`src/rtl/control_sequencer.sv`:
```
// Hardwired Moore control sequencer for a bus-based CPU datapath (fetch, decode, execute).
// Optional macro CTRL_MULDIV_EN enables the mul/div sequence through T6; otherwise those opcodes are illegal.
module control_sequencer (
  input  logic        clock,
  input  logic        clear,
  input  logic [31:0] IR,
  input  logic        mem_done,
  output logic        PCout,
  output logic        Zlowout,
  output logic        Zhighout,
  output logic        MDRout,
  output logic        MARin,
  output logic        Zin,
  output logic        PCin,
  output logic        MDRin,
  output logic        IRin,
  output logic        Yin,
  output logic        HIin,
  output logic        LOin,
  output logic        IncPC,
  output logic        Read,
  output logic        Gra,
  output logic        Grb,
  output logic        Grc,
  output logic        Rin,
  output logic        Rout,
  output logic        Cout,
  output logic [4:0]  alu_op,
  output logic        run,
  output logic        illegal_op
);

  typedef enum logic [3:0] {
    S_IDLE = 4'd0, S_T0 = 4'd1, S_T1 = 4'd2, S_T1W = 4'd3, S_T2 = 4'd4,
    S_T3 = 4'd5, S_T4 = 4'd6, S_T5 = 4'd7, S_T6 = 4'd8, S_HALT = 4'd9
  } state_t;

  typedef enum logic [2:0] {
    C_RTYPE = 3'd0, C_IMM = 3'd1, C_MULDIV = 3'd2, C_NOP = 3'd3, C_HALT = 3'd4, C_UNDEF = 3'd5
  } op_class_t;

  state_t      state_r;
  op_class_t   cls_s;
  logic [4:0]  op_s;
  logic        unused_s;

  function automatic op_class_t classify(input logic [4:0] op);
    case (op)
      5'b00000, 5'b00001, 5'b00010, 5'b00011, 5'b00100,
      5'b00101, 5'b00110, 5'b00111, 5'b01000: classify = C_RTYPE;
      5'b01001, 5'b01010, 5'b01011:           classify = C_IMM;
`ifdef CTRL_MULDIV_EN
      5'b01111, 5'b10000:                     classify = C_MULDIV;
`endif
      5'b11010:                               classify = C_NOP;
      5'b11011:                               classify = C_HALT;
      default:                                classify = C_UNDEF;
    endcase
  endfunction

  // Immediate forms reuse the ALU codes of their register counterparts.
  function automatic logic [4:0] imm_alu(input logic [4:0] op);
    case (op)
      5'b01001: imm_alu = 5'b00000;
      5'b01010: imm_alu = 5'b00010;
      5'b01011: imm_alu = 5'b00011;
      default:  imm_alu = 5'b00000;
    endcase
  endfunction

  assign op_s     = IR[31:27];
  assign cls_s    = classify(op_s);
  assign unused_s = ^IR[26:0];

  // State register: clear dominates every state, mem_done only matters in the fetch wait.
  always_ff @(posedge clock) begin
    if (!clear) begin
      state_r <= S_IDLE;
    end else begin
      case (state_r)
        S_IDLE: state_r <= S_T0;
        S_T0:   state_r <= S_T1;
        S_T1:   state_r <= mem_done ? S_T2 : S_T1W;
        S_T1W:  state_r <= mem_done ? S_T2 : S_T1W;
        S_T2:   state_r <= S_T3;
        S_T3: begin
          case (cls_s)
            C_RTYPE, C_IMM, C_MULDIV: state_r <= S_T4;
            C_HALT:                   state_r <= S_HALT;
            default:                  state_r <= S_T0;
          endcase
        end
        S_T4:   state_r <= S_T5;
        S_T5:   state_r <= (cls_s == C_MULDIV) ? S_T6 : S_T0;
        S_T6:   state_r <= S_T0;
        S_HALT: state_r <= S_HALT;
        default: state_r <= S_IDLE;
      endcase
    end
  end

  // Output decode from the current state and IR; IR is reloaded at the end of T2,
  // so the strobes must follow the live IR rather than a copy taken a cycle early.
  always_comb begin
    PCout = 1'b0; Zlowout = 1'b0; Zhighout = 1'b0; MDRout = 1'b0;
    MARin = 1'b0; Zin = 1'b0; PCin = 1'b0; MDRin = 1'b0; IRin = 1'b0;
    Yin = 1'b0; HIin = 1'b0; LOin = 1'b0; IncPC = 1'b0; Read = 1'b0;
    Gra = 1'b0; Grb = 1'b0; Grc = 1'b0; Rin = 1'b0; Rout = 1'b0; Cout = 1'b0;
    alu_op = 5'b00000; run = 1'b1; illegal_op = 1'b0;
    case (state_r)
      S_IDLE: begin end
      S_T0: begin PCout = 1'b1; MARin = 1'b1; IncPC = 1'b1; Zin = 1'b1; end
      S_T1: begin Zlowout = 1'b1; PCin = 1'b1; Read = 1'b1; MDRin = 1'b1; end
      S_T1W: begin Read = 1'b1; MDRin = 1'b1; end
      S_T2: begin MDRout = 1'b1; IRin = 1'b1; end
      S_T3: begin
        case (cls_s)
          C_RTYPE, C_IMM: begin Grb = 1'b1; Rout = 1'b1; Yin = 1'b1; end
          C_MULDIV:       begin Gra = 1'b1; Rout = 1'b1; Yin = 1'b1; end
          C_UNDEF:        illegal_op = 1'b1;
          default:        begin end
        endcase
      end
      S_T4: begin
        case (cls_s)
          C_RTYPE:  begin Grc = 1'b1; Rout = 1'b1; Zin = 1'b1; alu_op = op_s; end
          C_IMM:    begin Cout = 1'b1; Zin = 1'b1; alu_op = imm_alu(op_s); end
          C_MULDIV: begin Grb = 1'b1; Rout = 1'b1; Zin = 1'b1; alu_op = op_s; end
          default:  begin end
        endcase
      end
      S_T5: begin
        case (cls_s)
          C_RTYPE, C_IMM: begin Zlowout = 1'b1; Gra = 1'b1; Rin = 1'b1; end
          C_MULDIV:       begin Zlowout = 1'b1; LOin = 1'b1; end
          default:        begin end
        endcase
      end
      S_T6: begin Zhighout = 1'b1; HIin = 1'b1; end
      S_HALT: run = 1'b0;
      default: begin end
    endcase
  end

endmodule

```
`config.mk`:
```
export PLATFORM = sky130hd
export DESIGN_NAME = control_sequencer
export DESIGN_NICKNAME = d
export VERILOG_FILES = /design/src/rtl/control_sequencer.sv
export SDC_FILE = /design/constraint.sdc
export NUM_CORES = 1
export LEC_CHECK = 0
export ABC_AREA = 1
export BUFFER_PORTS_ARGS = -buffer_cell sky130_fd_sc_hd__buf_2
export CAP_MARGIN = 20
export CELL_PAD_IN_SITES_DETAIL_PLACEMENT = 2
export CELL_PAD_IN_SITES_GLOBAL_PLACEMENT = 2
export CORE_UTILIZATION = 13
export DETAILED_ROUTE_END_ITERATION = 10
export PLACE_DENSITY = 0.72
export SYNTH_ARGS = -nofsm -noshare
export SYNTH_HDL_FRONTEND = slang
export SYNTH_SLANG_ARGS = --single-unit
```
`constraint.sdc`:
```
create_clock -name clock -period 1.5 [get_ports clock]
set_clock_uncertainty 0.2 [all_clocks]
set_input_delay 0.15 -clock clock [delete_from_list [all_inputs] [get_ports clock]]
set_output_delay 0.15 -clock clock [all_outputs]
set_load 0.01 [all_outputs]
```
==> impl_metrics.env <==
export IMPL_status="complete, but fails checks"
export IMPL_violations="negative setup slack"
export IMPL_utilization_pct=24.1
export IMPL_wl_met3_um=94
export IMPL_ys_seq_elements=4
export IMPL_end_kind="output pin"
export IMPL_timing_fmax_mhz=629
export IMPL_syn_avg_cell_area_um2=5.86
export IMPL_cts_path_max_buffers=2
export IMPL_htreeDepth=1
export IMPL_grt_ovfl_total=0
export IMPL_setup_viol=11
export IMPL_ir_drop_mv=0.368
export IMPL_drive_above_1_share_pct=61.0
export IMPL_yosys_cell_types_count=21
export IMPL_fin_nets=173
export IMPL_cp_endpoint="alu_op[0]"
export IMPL_num_io_pins=62
export IMPL_crit_start="state_r[3]$_SDFF_PN0_"
export IMPL_min_delay_path_class="in -> reg"
export IMPL_period_needed_ns=1.59
export IMPL_num_rows=23
export IMPL_max_flop_register="state_r"
export IMPL_startpoint_type="flop"
export IMPL_power_leakage_nw=0.564
export IMPL_die_h_um=67.1
export IMPL_reg2reg_depth=7
export IMPL_slew_viol_final=0
export IMPL_multi_input_area_um2=379
export IMPL_port_buffers=32
export IMPL_worstReg2RegStart="state_r[3]$_SDFF_PN0_"
export IMPL_synth_area_um2=551
export IMPL_power_density_nw_per_um2=891
export IMPL_cts_root_buf="clkbuf_8"
export IMPL_largest_reg_flops=4
export IMPL_routed_wl_um=2140
export IMPL_die_area_um2=4500
export IMPL_worst_slack_ns=-0.0907
export IMPL_crit_arrival_ns=1.24
export IMPL_clkSlewWorstSetupHoldPaths_ns=0.03
export IMPL_core_um2=4030
export IMPL_wl_met1_um=920
export IMPL_grt_usage_pct=9.91
export IMPL_holdWs_ns=0.0413
export IMPL_dieWidth_um=67.1
export IMPL_hpwl_um=1760
export IMPL_ys_warn_count=0
export IMPL_crit_fanout=5
export IMPL_drt_pass1_iterations=4
export IMPL_layout_commonest_cell="buf_2"
export IMPL_wl_met2_um=1130
export IMPL_top_regs="state_r (4)"
export IMPL_antennaDiodeCount=0
export IMPL_seq_area_um2=92.6
export IMPL_cts_buffers=3
export IMPL_grt_antenna_before_repair=0
export IMPL_drt_iter0_drc=18
export IMPL_grt_pass1_vias=740
export IMPL_crit_type="reg -> out"
export IMPL_cts_tree="yes"
export IMPL_floorplan_initialDensity_pct=13.7
export IMPL_postSynthCellCount=94
export IMPL_vias=720
export IMPL_grt_first_pass_wirelength_um=3350
export IMPL_ant_nets=0
export IMPL_min_period_over_period_pct=106
export IMPL_clk_latency_ns=0.21
export IMPL_rrSetupSlack_ns=0.12
export IMPL_routedWlPerCell_um=11.5
export IMPL_seq_area_frac_synth_pct=14.5
export IMPL_drc=0
export IMPL_cp_data_required_time_ns=1.15
export IMPL_highest_layer="met3"
export IMPL_r2r_end="state_r[1]$_SDFF_PN0_"
export IMPL_gp_congestion=0.780
export IMPL_area_delta_synth_final_pct=76.6
export IMPL_numClockSinks=4
export IMPL_final_cell_mix="buf_2, nand2_1, inv_1, buf_4, nor2_1"
export IMPL_cap_violations=0
export IMPL_rsz0062_at_grt="yes"
export IMPL_grt_max_degree=8
export IMPL_fillers=509
export IMPL_viasPerCell=3.87
export IMPL_final_hold_viol_count=0
[critical path, cell delays in order (launching register included)]
cell     delay [ns]
dfxtp_4        0.35
nor2_4         0.16
nand3_4        0.12
inv_4          0.09
nand2_4        0.06
o21ai_2        0.11
buf_2          0.13
[routing by layer]
layer | vias to the layer above | global-route usage, %
met5 | - | 0
met3 | 0 | 3.08
met1 | 341 | 10.9
met4 | 0 | 1.60
met2 | 17 | 18.5
li1 | 362 | -
[Yosys cell counts]
| cell | count | area, um2 |
|---|---|---|
| nand2_2 | 2 | 12.5 |
| conb_1 | 1 | 3.75 |
| a21oi_1 | 1 | 5.00 |
| dfxtp_1 | 4 | 80.1 |
| inv_1 | 17 | 63.8 |
| nand3b_1 | 1 | 7.51 |
| nor2_4 | 3 | 33.8 |
| a21oi_2 | 1 | 8.76 |
| inv_2 | 4 | 15.0 |
| o22ai_1 | 1 | 6.26 |
| nand2_4 | 2 | 22.5 |
| o21ai_0 | 2 | 10.0 |
| buf_6 | 1 | 11.3 |
| nor2_2 | 1 | 6.26 |
| buf_4 | 7 | 52.6 |
| nand4_1 | 1 | 6.26 |
| nand3_2 | 3 | 30.0 |
| nand2_1 | 16 | 60.1 |
| nor2_1 | 15 | 56.3 |
| o21ai_2 | 1 | 8.76 |
| nand3_1 | 10 | 50.1 |
[logic make-up (layout without fill, tap and decap cells)]
group,Yosys count,in the layout,share of synthesized area [%]
other,1,2,0.681
flip-flops,4,4,14.5
AO/OA/AOI/OAI,6,6,7.05
AND/OR/NAND/NOR,54,54,51.8
buffers and inverters,29,70,25.9
[repair_timing]
item                                    4_1_cts  5_1_grt
resized for setup                            20       14
hold buffers                                  1        0
buffers inserted                              4        5
endpoints found under the setup margin       25       24
pin swaps                                     6        5
endpoints found under the hold margin         1        0
[metrics by stage]
stage	power (mW)	cell area, um2	cells	setup TNS (ns)	setup slack [ns]
2_1_floorplan	0.391	554	95	0	0.161
3_3_place_gp	0.467	743	173	0	0.0566
3_5_place_dp	0.482	743	173	-0.00661	-0.00661
4_1_cts	0.787	878	181	-0.902	-0.142
5_1_grt	0.937	972	186	-1.79	-0.168
6_report	0.866	972	186	-0.472	-0.0907
[layout make-up]
cell class / instances / area share, %
clock buffer: 3 / 4.25
multi-input combinational: 62 / 39.0
tap: 50 / 6.44
timing repair buffer: 46 / 32.4
inverter: 21 / 8.37
sequential: 4 / 9.52
[how the worst min path moves through the flow]
stage / cells after the start / slack [ns] / startpoint / to
2_1_floorplan: 2 / 0.05 / clear / state_r[2]$_SDFF_PN0_
3_3_place_gp: 3 / 0.16 / clear / state_r[2]$_SDFF_PN0_
3_5_place_dp: 3 / 0.16 / clear / state_r[2]$_SDFF_PN0_
4_1_cts: 3 / 0.04 / IR[31] / state_r[3]$_SDFF_PN0_
5_1_grt: 3 / 0.05 / IR[31] / state_r[3]$_SDFF_PN0_
6_report: 3 / 0.04 / IR[31] / state_r[3]$_SDFF_PN0_
[report_power, final]
part | internal [mW] | switching (mW)
logic | 0.231 | 0.250
clock network | 0.170 | 0.0474
registers | 0.129 | 0.0396
total | 0.530 | 0.337
Note: power is estimated with default switching activity, not from simulation.
